--- src/rtl/clock_pkg.sv ---
// Shared types and limits for the time-of-day keeper.
package clock_pkg;

  typedef enum logic [1:0] {
    RUN    = 2'd0,
    SET_HH = 2'd1,
    SET_MM = 2'd2
  } mode_t;

  localparam logic [5:0] SEC_MAX  = 6'd59;
  localparam logic [5:0] MIN_MAX  = 6'd59;
  localparam logic [4:0] HOUR_MAX = 5'd23;

endpackage

--- src/rtl/bin_to_bcd.sv ---
// Combinational 6-bit binary (0..59) to two-digit packed BCD converter.
module bin_to_bcd (
  input  logic [5:0] bin,
  output logic [7:0] bcd
);

  logic [3:0] tens;
  logic [3:0] ones;

  // Range compare + subtract avoids a divider for such a small input span.
  always_comb begin
    tens = 4'd0;
    ones = bin[3:0];
    if (bin >= 6'd50) begin
      tens = 4'd5;
      ones = 4'(bin - 6'd50);
    end else if (bin >= 6'd40) begin
      tens = 4'd4;
      ones = 4'(bin - 6'd40);
    end else if (bin >= 6'd30) begin
      tens = 4'd3;
      ones = 4'(bin - 6'd30);
    end else if (bin >= 6'd20) begin
      tens = 4'd2;
      ones = 4'(bin - 6'd20);
    end else if (bin >= 6'd10) begin
      tens = 4'd1;
      ones = 4'(bin - 6'd10);
    end
  end

  assign bcd = {tens, ones};

endmodule

--- src/rtl/time_keeper.sv ---
// Time-of-day keeper with RUN / SET_HH / SET_MM editing and blinking digit enables.
// Define CLOCK_12H_EN for a 12-hour display with pm flag; counting stays 24-hour.
module time_keeper
  import clock_pkg::*;
#(
  parameter int RST_HH = 0,
  parameter int RST_MM = 0
) (
  input  logic       clk,
  input  logic       rst,
  input  logic       pulse_1hz,
  input  logic       btn_mode,
  input  logic       btn_inc,
  output logic [7:0] hh_bcd,
  output logic [7:0] mm_bcd,
  output logic [7:0] ss_bcd,
  output logic [5:0] digit_en,
  output logic [1:0] mode,
  output logic       day_tick,
  output logic       pm
);

  mode_t      mode_q, mode_d;
  logic [5:0] sec_q, sec_d;
  logic [5:0] min_q, min_d;
  logic [4:0] hour_q, hour_d;
  logic       blink_q, blink_d;
  logic       day_tick_q, day_tick_d;
  logic [5:0] hour_disp;

  always_comb begin
    mode_d     = mode_q;
    sec_d      = sec_q;
    min_d      = min_q;
    hour_d     = hour_q;
    blink_d    = blink_q;
    day_tick_d = 1'b0;
    case (mode_q)
      RUN: begin
        blink_d = 1'b1;
        if (pulse_1hz) begin
          if (sec_q == SEC_MAX) begin
            sec_d = 6'd0;
            if (min_q == MIN_MAX) begin
              min_d = 6'd0;
              if (hour_q == HOUR_MAX) begin
                hour_d     = 5'd0;
                day_tick_d = 1'b1;
              end else begin
                hour_d = hour_q + 5'd1;
              end
            end else begin
              min_d = min_q + 6'd1;
            end
          end else begin
            sec_d = sec_q + 6'd1;
          end
        end
        if (btn_mode) mode_d = SET_HH;
      end
      SET_HH: begin
        if (pulse_1hz) blink_d = ~blink_q;
        if (btn_mode) begin
          mode_d = SET_MM;
        end else if (btn_inc) begin
          hour_d = (hour_q == HOUR_MAX) ? 5'd0 : hour_q + 5'd1;
        end
      end
      SET_MM: begin
        if (pulse_1hz) blink_d = ~blink_q;
        // Leaving the editor restarts the minute cleanly from :00.
        if (btn_mode) begin
          mode_d  = RUN;
          sec_d   = 6'd0;
          blink_d = 1'b1;
        end else if (btn_inc) begin
          min_d = (min_q == MIN_MAX) ? 6'd0 : min_q + 6'd1;
        end
      end
      default: begin
        mode_d  = RUN;
        blink_d = 1'b1;
      end
    endcase
  end

  always_ff @(posedge clk or posedge rst) begin
    if (rst) begin
      mode_q     <= RUN;
      sec_q      <= 6'd0;
      min_q      <= 6'(RST_MM);
      hour_q     <= 5'(RST_HH);
      blink_q    <= 1'b1;
      day_tick_q <= 1'b0;
    end else begin
      mode_q     <= mode_d;
      sec_q      <= sec_d;
      min_q      <= min_d;
      hour_q     <= hour_d;
      blink_q    <= blink_d;
      day_tick_q <= day_tick_d;
    end
  end

`ifdef CLOCK_12H_EN
  always_comb begin
    if (hour_q == 5'd0)       hour_disp = 6'd12;
    else if (hour_q > 5'd12)  hour_disp = {1'b0, hour_q - 5'd12};
    else                      hour_disp = {1'b0, hour_q};
  end
  assign pm = (hour_q >= 5'd12);
`else
  assign hour_disp = {1'b0, hour_q};
  assign pm        = 1'b0;
`endif

  always_comb begin
    digit_en = 6'b111111;
    if (mode_q == SET_HH) digit_en[5:4] = {2{blink_q}};
    if (mode_q == SET_MM) digit_en[3:2] = {2{blink_q}};
  end

  assign mode     = mode_q;
  assign day_tick = day_tick_q;

  bin_to_bcd u_hh (.bin(hour_disp), .bcd(hh_bcd));
  bin_to_bcd u_mm (.bin(min_q),     .bcd(mm_bcd));
  bin_to_bcd u_ss (.bin(sec_q),     .bcd(ss_bcd));

endmodule

--- config.mk ---
export PLATFORM = sky130hd
export DESIGN_NAME = time_keeper
export DESIGN_NICKNAME = d
export VERILOG_FILES = /design/src/rtl/clock_pkg.sv /design/src/rtl/bin_to_bcd.sv /design/src/rtl/time_keeper.sv
export SDC_FILE = /design/constraint.sdc
export NUM_CORES = 1
export LEC_CHECK = 0
export BUFFER_PORTS_ARGS = -buffer_cell sky130_fd_sc_hd__buf_2
export CAP_MARGIN = 20
export CORE_MARGIN = 5
export CORE_UTILIZATION = 45
export DETAILED_ROUTE_END_ITERATION = 6
export PLACE_DENSITY = 0.66
export SYNTH_ARGS = -nofsm -noshare
export SYNTH_HDL_FRONTEND = slang
export SYNTH_SLANG_ARGS = --single-unit
--- constraint.sdc ---
create_clock -name clk -period 5.5 [get_ports clk]
set_input_delay 1.1 -clock clk [delete_from_list [all_inputs] [get_ports clk]]
set_output_delay 1.1 -clock clk [all_outputs]
set_load 0.02 [all_outputs]
==> flow_summary.json, run 1 <==
{
  "synth_edf_count": 0,
  "finalWirelength_mm": 4.91,
  "rows": 26,
  "syn2layout_area_growth_pct": 6.92,
  "h-tree-depth": 1,
  "power.density_nw_per_um2": 668,
  "dpl_cell_area_sq_um": 2410,
  "layout_setup_ws_ns": 1.89,
  "cts_root_buffer": "clkbuf_8",
  "worstSetupPathType": "reg -> out",
  "die_x_um": 81.4,
  "via_per_inst": 5.49,
  "route.detailed.drc": 0,
  "critical_path_arrival_ns": 2.51,
  "cts_tree": "yes",
  "grt_pass1_vias": 1852,
  "async_flop_share_pct": 100,
  "grt_first_pass_wirelength_mm": 8.37,
  "post-cts-setup-buffers": 0,
  "grt_max_degree": 22,
  "min_path_type": "reg -> reg",
  "clkTransAtPathRegs_ns": 0.07,
  "routedWlPerCell_um": 13.3,
  "setup.worst_path.start_class": "flop",
  "rsz0062_at_grt": "no",
  "min_period_ns": 3.61,
  "grt_overflow_total": 0,
  "portBuffers": 31,
  "cp_cell_sequence": "inv_1 -> ha_1 -> a2111oi_2 -> a21boi_1 -> o21ai_0 -> o311a_1 -> nor3_1 -> buf_2",
  "status": "finished clean",
  "layout_commonest_cell": "nand2_1",
  "synth.distinct_cells": 61,
  "crit_family": "compound AO/OA/AOI/OAI gates",
  "layout.nets": 334,
  "drtAntennaViolNets": 0,
  "core_area_sq_um": 5040,
  "dieArea_sq_um": 6630,
  "place.gp.congestion": 0.816,
  "worst_slew_pin_slew_ns": 0.841,
  "antenna_found_initial": 0,
  "cts_buffers": 3,
  "drv_cap": 0,
  "clkLatencyLatePin_ns": 0.25,
  "dp_hpwl_mm": 3.62,
  "leakagePower_uw": 0.00112,
  "irDropWorstVdd_v": 0.000396,
  "synth_seq_cells": 21,
  "timing.final.crit_share_pct": 65.6,
  "ys_warn_count": 0,
  "layout_common_cells": "nand2_1, buf_2, ha_1",
  "final_max_slew_viol_count": 0,
  "finalInstanceArea_sq_um": 2450,
  "dp_slack_ns": 2.19,
  "cp_slowest_cell": "a2111oi_2",
  "slowest_delay_ns": 0.51,
  "finalSetupViolCount": 0,
  "totalNegativeSetupSlack_ns": 0,
  "drt-initial-drc-count": 141,
  "slew_headroom_pct": 43.9,
  "instances_no_fill": 368,
  "cts.path.max_buffers": 2,
  "clock_skew_ns": 0.00117,
  "io_pins": 39,
  "die_h_um": 81.4,
  "cts.sinks": 21,
  "syn_inst": 282,
  "first_pass_iters": 4,
  "initial_core_util_pct": 45.5,
  "critPathBufInv": 2,
  "ys_seq_area_share_pct": 22.9,
  "num_antenna_cells": 0,
  "fmax_ghz": 0.277,
  "fillers": 494,
  "final_layout_size_suffix_gt1_share_pct": 16.1,
  "synth-main-ff-cell": "dfrtp_1",
  "synth_area_sq_um": 2300,
  "cts_hold_buf": 0,
  "finalHoldViolCount": 0,
  "syn_area_per_cell_sq_um": 8.14,
  "num_vias": 2020,
  "cts-resized-gates": 0,
  "crit_fanout": 8,
  "track_usage_pct": 15.3,
  "dp.cells": 364,
  "crit_required_ns": 4.40,
  "endpoint_kind": "primary output"
}
sequential cells by signal (all words and copies together) (netlist names):
signal and count:
day_tick 1, min_q 6, hour_q 5, sec_q 6, blink_q 1, mode 2
worst reg2reg max path: stages, from the launching register on:
cell	delay (ns)
dfrtp_1	0.47
inv_1	0.23
ha_1	0.28
nand4_1	0.21
o31ai_1	0.34
and2_2	0.25
nand2_1	0.09
mux2_4	0.30
area by class of cell:
class	count	area [sq um]	area share, %
flip-flops and latches	21	527	21.5
well taps	70	87.6	3.57
clock buffers	4	45.0	1.83
multi-input cells	221	1560	63.6
inverters	21	78.8	3.21
repair buffers	31	155	6.32
kinds of logic (layout without fill, tap and decap cells):
group	count (synthesis)	in the layout	synth area share, %
mux	4	4	1.96
compound gates	85	85	27.2
other cells	2	7	0.327
flops	21	21	22.9
simple gates	90	90	19.1
buf+inv	45	56	9.86
fa+ha+maj	30	30	16.3
xor+xnor	5	5	2.23
layer usage:
metal  wire (um)  up-vias  track usage, %
met5           0        -               0
met4          20        0            3.72
li1            -     1022               -
met2        2210       49            24.8
met3         251        2            1.97
met1        2430      947            21.4
synthesized netlist by cell type, drive strengths merged, types with 2 or more instances:
| master | number | area, sq um |
|---|---|---|
| nand2 | 32 | 120 |
| ha | 30 | 375 |
| o21ai | 23 | 119 |
| inv | 21 | 78.8 |
| buf | 20 | 133 |
| dfrtp | 20 | 500 |
| nor2 | 18 | 67.6 |
| a21oi | 17 | 85.1 |
| a31oi | 7 | 73.8 |
| nand3 | 7 | 35.0 |
| nor2b | 7 | 43.8 |
| o31ai | 6 | 50.1 |
| and2 | 5 | 32.5 |
| nand2b | 5 | 31.3 |
| nor3 | 5 | 25.0 |
| clkbuf | 4 | 15.0 |
| xnor2 | 4 | 42.6 |
| a211o | 3 | 26.3 |
| a221oi | 3 | 26.3 |
| mux2i | 3 | 30.0 |
| nand4 | 3 | 25.0 |
| o211ai | 3 | 22.5 |
| a21boi | 2 | 15.0 |
| a311o | 2 | 20.0 |
| a311oi | 2 | 23.8 |
| a32o | 2 | 20.0 |
| conb | 2 | 7.51 |
| nand3b | 2 | 15.0 |
| o22a | 2 | 17.5 |
| o22ai | 2 | 12.5 |
| o311ai | 2 | 17.5 |
where the power goes:
part | switching, uW | total, uW | internal [uW]
combinational | 701 | 1170 | 467
clock | 48.2 | 99.7 | 51.5
sequential | 152 | 373 | 221
worst paths after layout:
check	startpoint	end	slack, ns	cells past startpoint
min in group asynchronous	rst	sec_q[5]	1.00	2
min reg2reg	mode[0]	mode[0]	0.58	1
min	mode[0]	mode[0]	0.58	1
max in group asynchronous	rst	min_q[5]	3.98	2
max	min_q[2]	mm_bcd[3]	1.89	8
max reg2reg	sec_q[2]	hour_q[2]	3.22	7
stage by stage:
| stage | util (%) | power, uW | hold WS, ns |
|---|---|---|---|
| 2_1_floorplan | - | 1280 | 0.524 |
| 3_3_place_gp | 47.8 | 1530 | 0.552 |
| 3_5_place_dp | 47.8 | 1540 | 0.565 |
| 4_1_cts | 48.7 | 1650 | 0.584 |
| 5_1_grt | 48.7 | 1810 | 0.611 |
| 6_report | 48.7 | 1640 | 0.575 |
Note: power is estimated with default switching activity, not from simulation.
==> inputs of run 2 (changes only) <==
PLACE_DENSITY = 0.69   (was 0.66)
clock period = 3.2 ns   (was 5.5 ns; I/O delays follow)
==> run 2 against run 1 <==
Wire length decreased by 6.5%; sequential power increased by 61%; flip-flop and latch count stayed put; first-iteration DRC count down 13%; sequential share of layout area is 0.19 points lower; utilization is 0.55 points higher; global-route usage shrank 0.68 points.
==> flow_summary.json, run 2 (same netlist as run 1, synthesis figures left out) <==
{
  "status": "finished clean",
  "cts_hold_buf": 0,
  "drtAntennaViolNets": 0,
  "crit_fanout": 8,
  "design_power_total_uw": 2830,
  "finalWirelength_mm": 4.59,
  "num_antenna_cells": 0,
  "finalHoldViolCount": 0,
  "num_vias": 1996,
  "instances_no_fill": 371,
  "die_h_um": 81.4,
  "layout_setup_ws_ns": 0.135,
  "dp_hpwl_mm": 3.59,
  "pwr-share-comb_pct": 72.9,
  "cts_tree": "yes",
  "routedWlPerCell_um": 12.4,
  "critical_path_arrival_ns": 2.42,
  "cts-resized-gates": 0,
  "rows": 26,
  "worstSetupPathType": "reg -> out",
  "grt_overflow_total": 0,
  "drt-initial-drc-count": 122,
  "layout_common_cells": "nand2_1, buf_2, ha_1",
  "timing.final.crit_share_pct": 95.8,
  "rsz0062_at_grt": "no",
  "fillers": 479,
  "first_pass_iters": 5,
  "place.gp.congestion": 0.906,
  "top_regs": "min_q x6, sec_q x6, hour_q x5",
  "endpoint_kind": "primary output",
  "grt_first_pass_wirelength_mm": 8.00,
  "grt_pass1_vias": 1805,
  "via_per_inst": 5.38,
  "dp_slack_ns": 0.387,
  "clkTransAtPathRegs_ns": 0.08,
  "die_x_um": 81.4,
  "dp.cells": 367,
  "rr_startpoint": "min_q[2]",
  "clkLatencyLatePin_ns": 0.26,
  "dieArea_sq_um": 6630,
  "p_clk_share_pct": 6.0,
  "initial_core_util_pct": 45.5,
  "io_pins": 39,
  "antenna_found_initial": 0,
  "post-cts-setup-buffers": 0,
  "grt_max_degree": 22,
  "min_path_type": "in -> async",
  "irDropWorstVdd_v": 0.000676,
  "cts.path.max_buffers": 2,
  "pwr-share-seq_pct": 21.1,
  "core_area_sq_um": 5040,
  "layout.nets": 337,
  "worst_slew_pin_slew_ns": 0.782,
  "cts_buffers": 3,
  "crit_required_ns": 2.56,
  "switching_power_uw": 1540,
  "h-tree-depth": 1,
  "setup.worst_path.start_class": "flop",
  "clock_skew_ns": 0.00668,
  "r2r_end": "hour_q[2]",
  "leakagePower_uw": 0.00114,
  "cts_root_buffer": "clkbuf_8",
  "netSwitchingFraction_pct": 54.4,
  "portBuffers": 31,
  "layout_commonest_cell": "nand2_1",
  "track_usage_pct": 14.6,
  "final_layout_size_suffix_gt1_share_pct": 18.6,
  "route.detailed.drc": 0,
  "power.density_nw_per_um2": 1140,
  "drv_cap": 0,
  "cts.sinks": 21,
  "syn2layout_area_growth_pct": 8.12,
  "rr_worst_depth": 7,
  "min_period_ns": 3.06,
  "finalSetupViolCount": 0,
  "totalNegativeSetupSlack_ns": 0,
  "fmax_ghz": 0.326,
  "intPower_uw": 1290,
  "reg2reg_slack_ns": 0.97,
  "final_max_slew_viol_count": 0,
  "slew_headroom_pct": 47.8
}
[run 2: worst max path at each step]
stage / depth (start not counted) / from / slack (ns) / end
2_1_floorplan: 8 / hour_q[3] / 0.34 / hh_bcd[1]
3_3_place_gp: 8 / sec_q[3] / 0.35 / ss_bcd[3]
3_5_place_dp: 8 / min_q[2] / 0.39 / mm_bcd[3]
4_1_cts: 8 / min_q[2] / 0.08 / mm_bcd[3]
5_1_grt: 7 / sec_q[1] / 0.007 / ss_bcd[3]
6_report: 8 / min_q[2] / 0.14 / mm_bcd[3]
[run 2: metal layers]
layer	up-vias	part of all wire, %	global-route usage, %
met4	0	0.52	3.89
met1	928	51	20.9
met2	33	44	23.0
met5	-	0	0
met3	4	3.9	1.86
li1	1031	-	-
[run 2: worst max-delay path, stage by stage, from the launching register on]
cell and delay (ns):
dfrtp_2 0.43, inv_1 0.16, ha_1 0.30, a2111oi_2 0.47
a21boi_1 0.21, o21ai_0 0.08, o311a_1 0.12, nor3_1 0.20
buf_2 0.19
[run 2: power by group through the flow]
| stage | sequential [uW] | combinational [uW] | clock [uW] |
|---|---|---|---|
| after floorplan | 513 | 1690 | 0 |
| after global placement | 596 | 2060 | 0 |
| after detailed placement | 598 | 2070 | 0 |
| after CTS | 593 | 2080 | 176 |
| after global routing | 632 | 2290 | 188 |
| final | 599 | 2070 | 170 |
[run 2: area by class of cell]
class	instances	area (sq um)	share of cell area (%)
multi-input cells	221	1560	63.0
clock buffers	3	41.3	1.66
clock inverters	1	5.00	0.202
inverters	21	78.8	3.18
repair buffers	34	178	7.16
well taps	70	87.6	3.53
flip-flops and latches	21	528	21.3
[run 2: through the flow]
step / util (%) / hold WS, ns / area [sq um]
6_report: 49.2 / 0.517 / 2480
2_1_floorplan: - / 0.524 / 2310
5_1_grt: 49.2 / 0.594 / 2480
4_1_cts: 49.2 / 0.553 / 2480
3_3_place_gp: 48.2 / 0.543 / 2430
3_5_place_dp: 48.2 / 0.545 / 2430
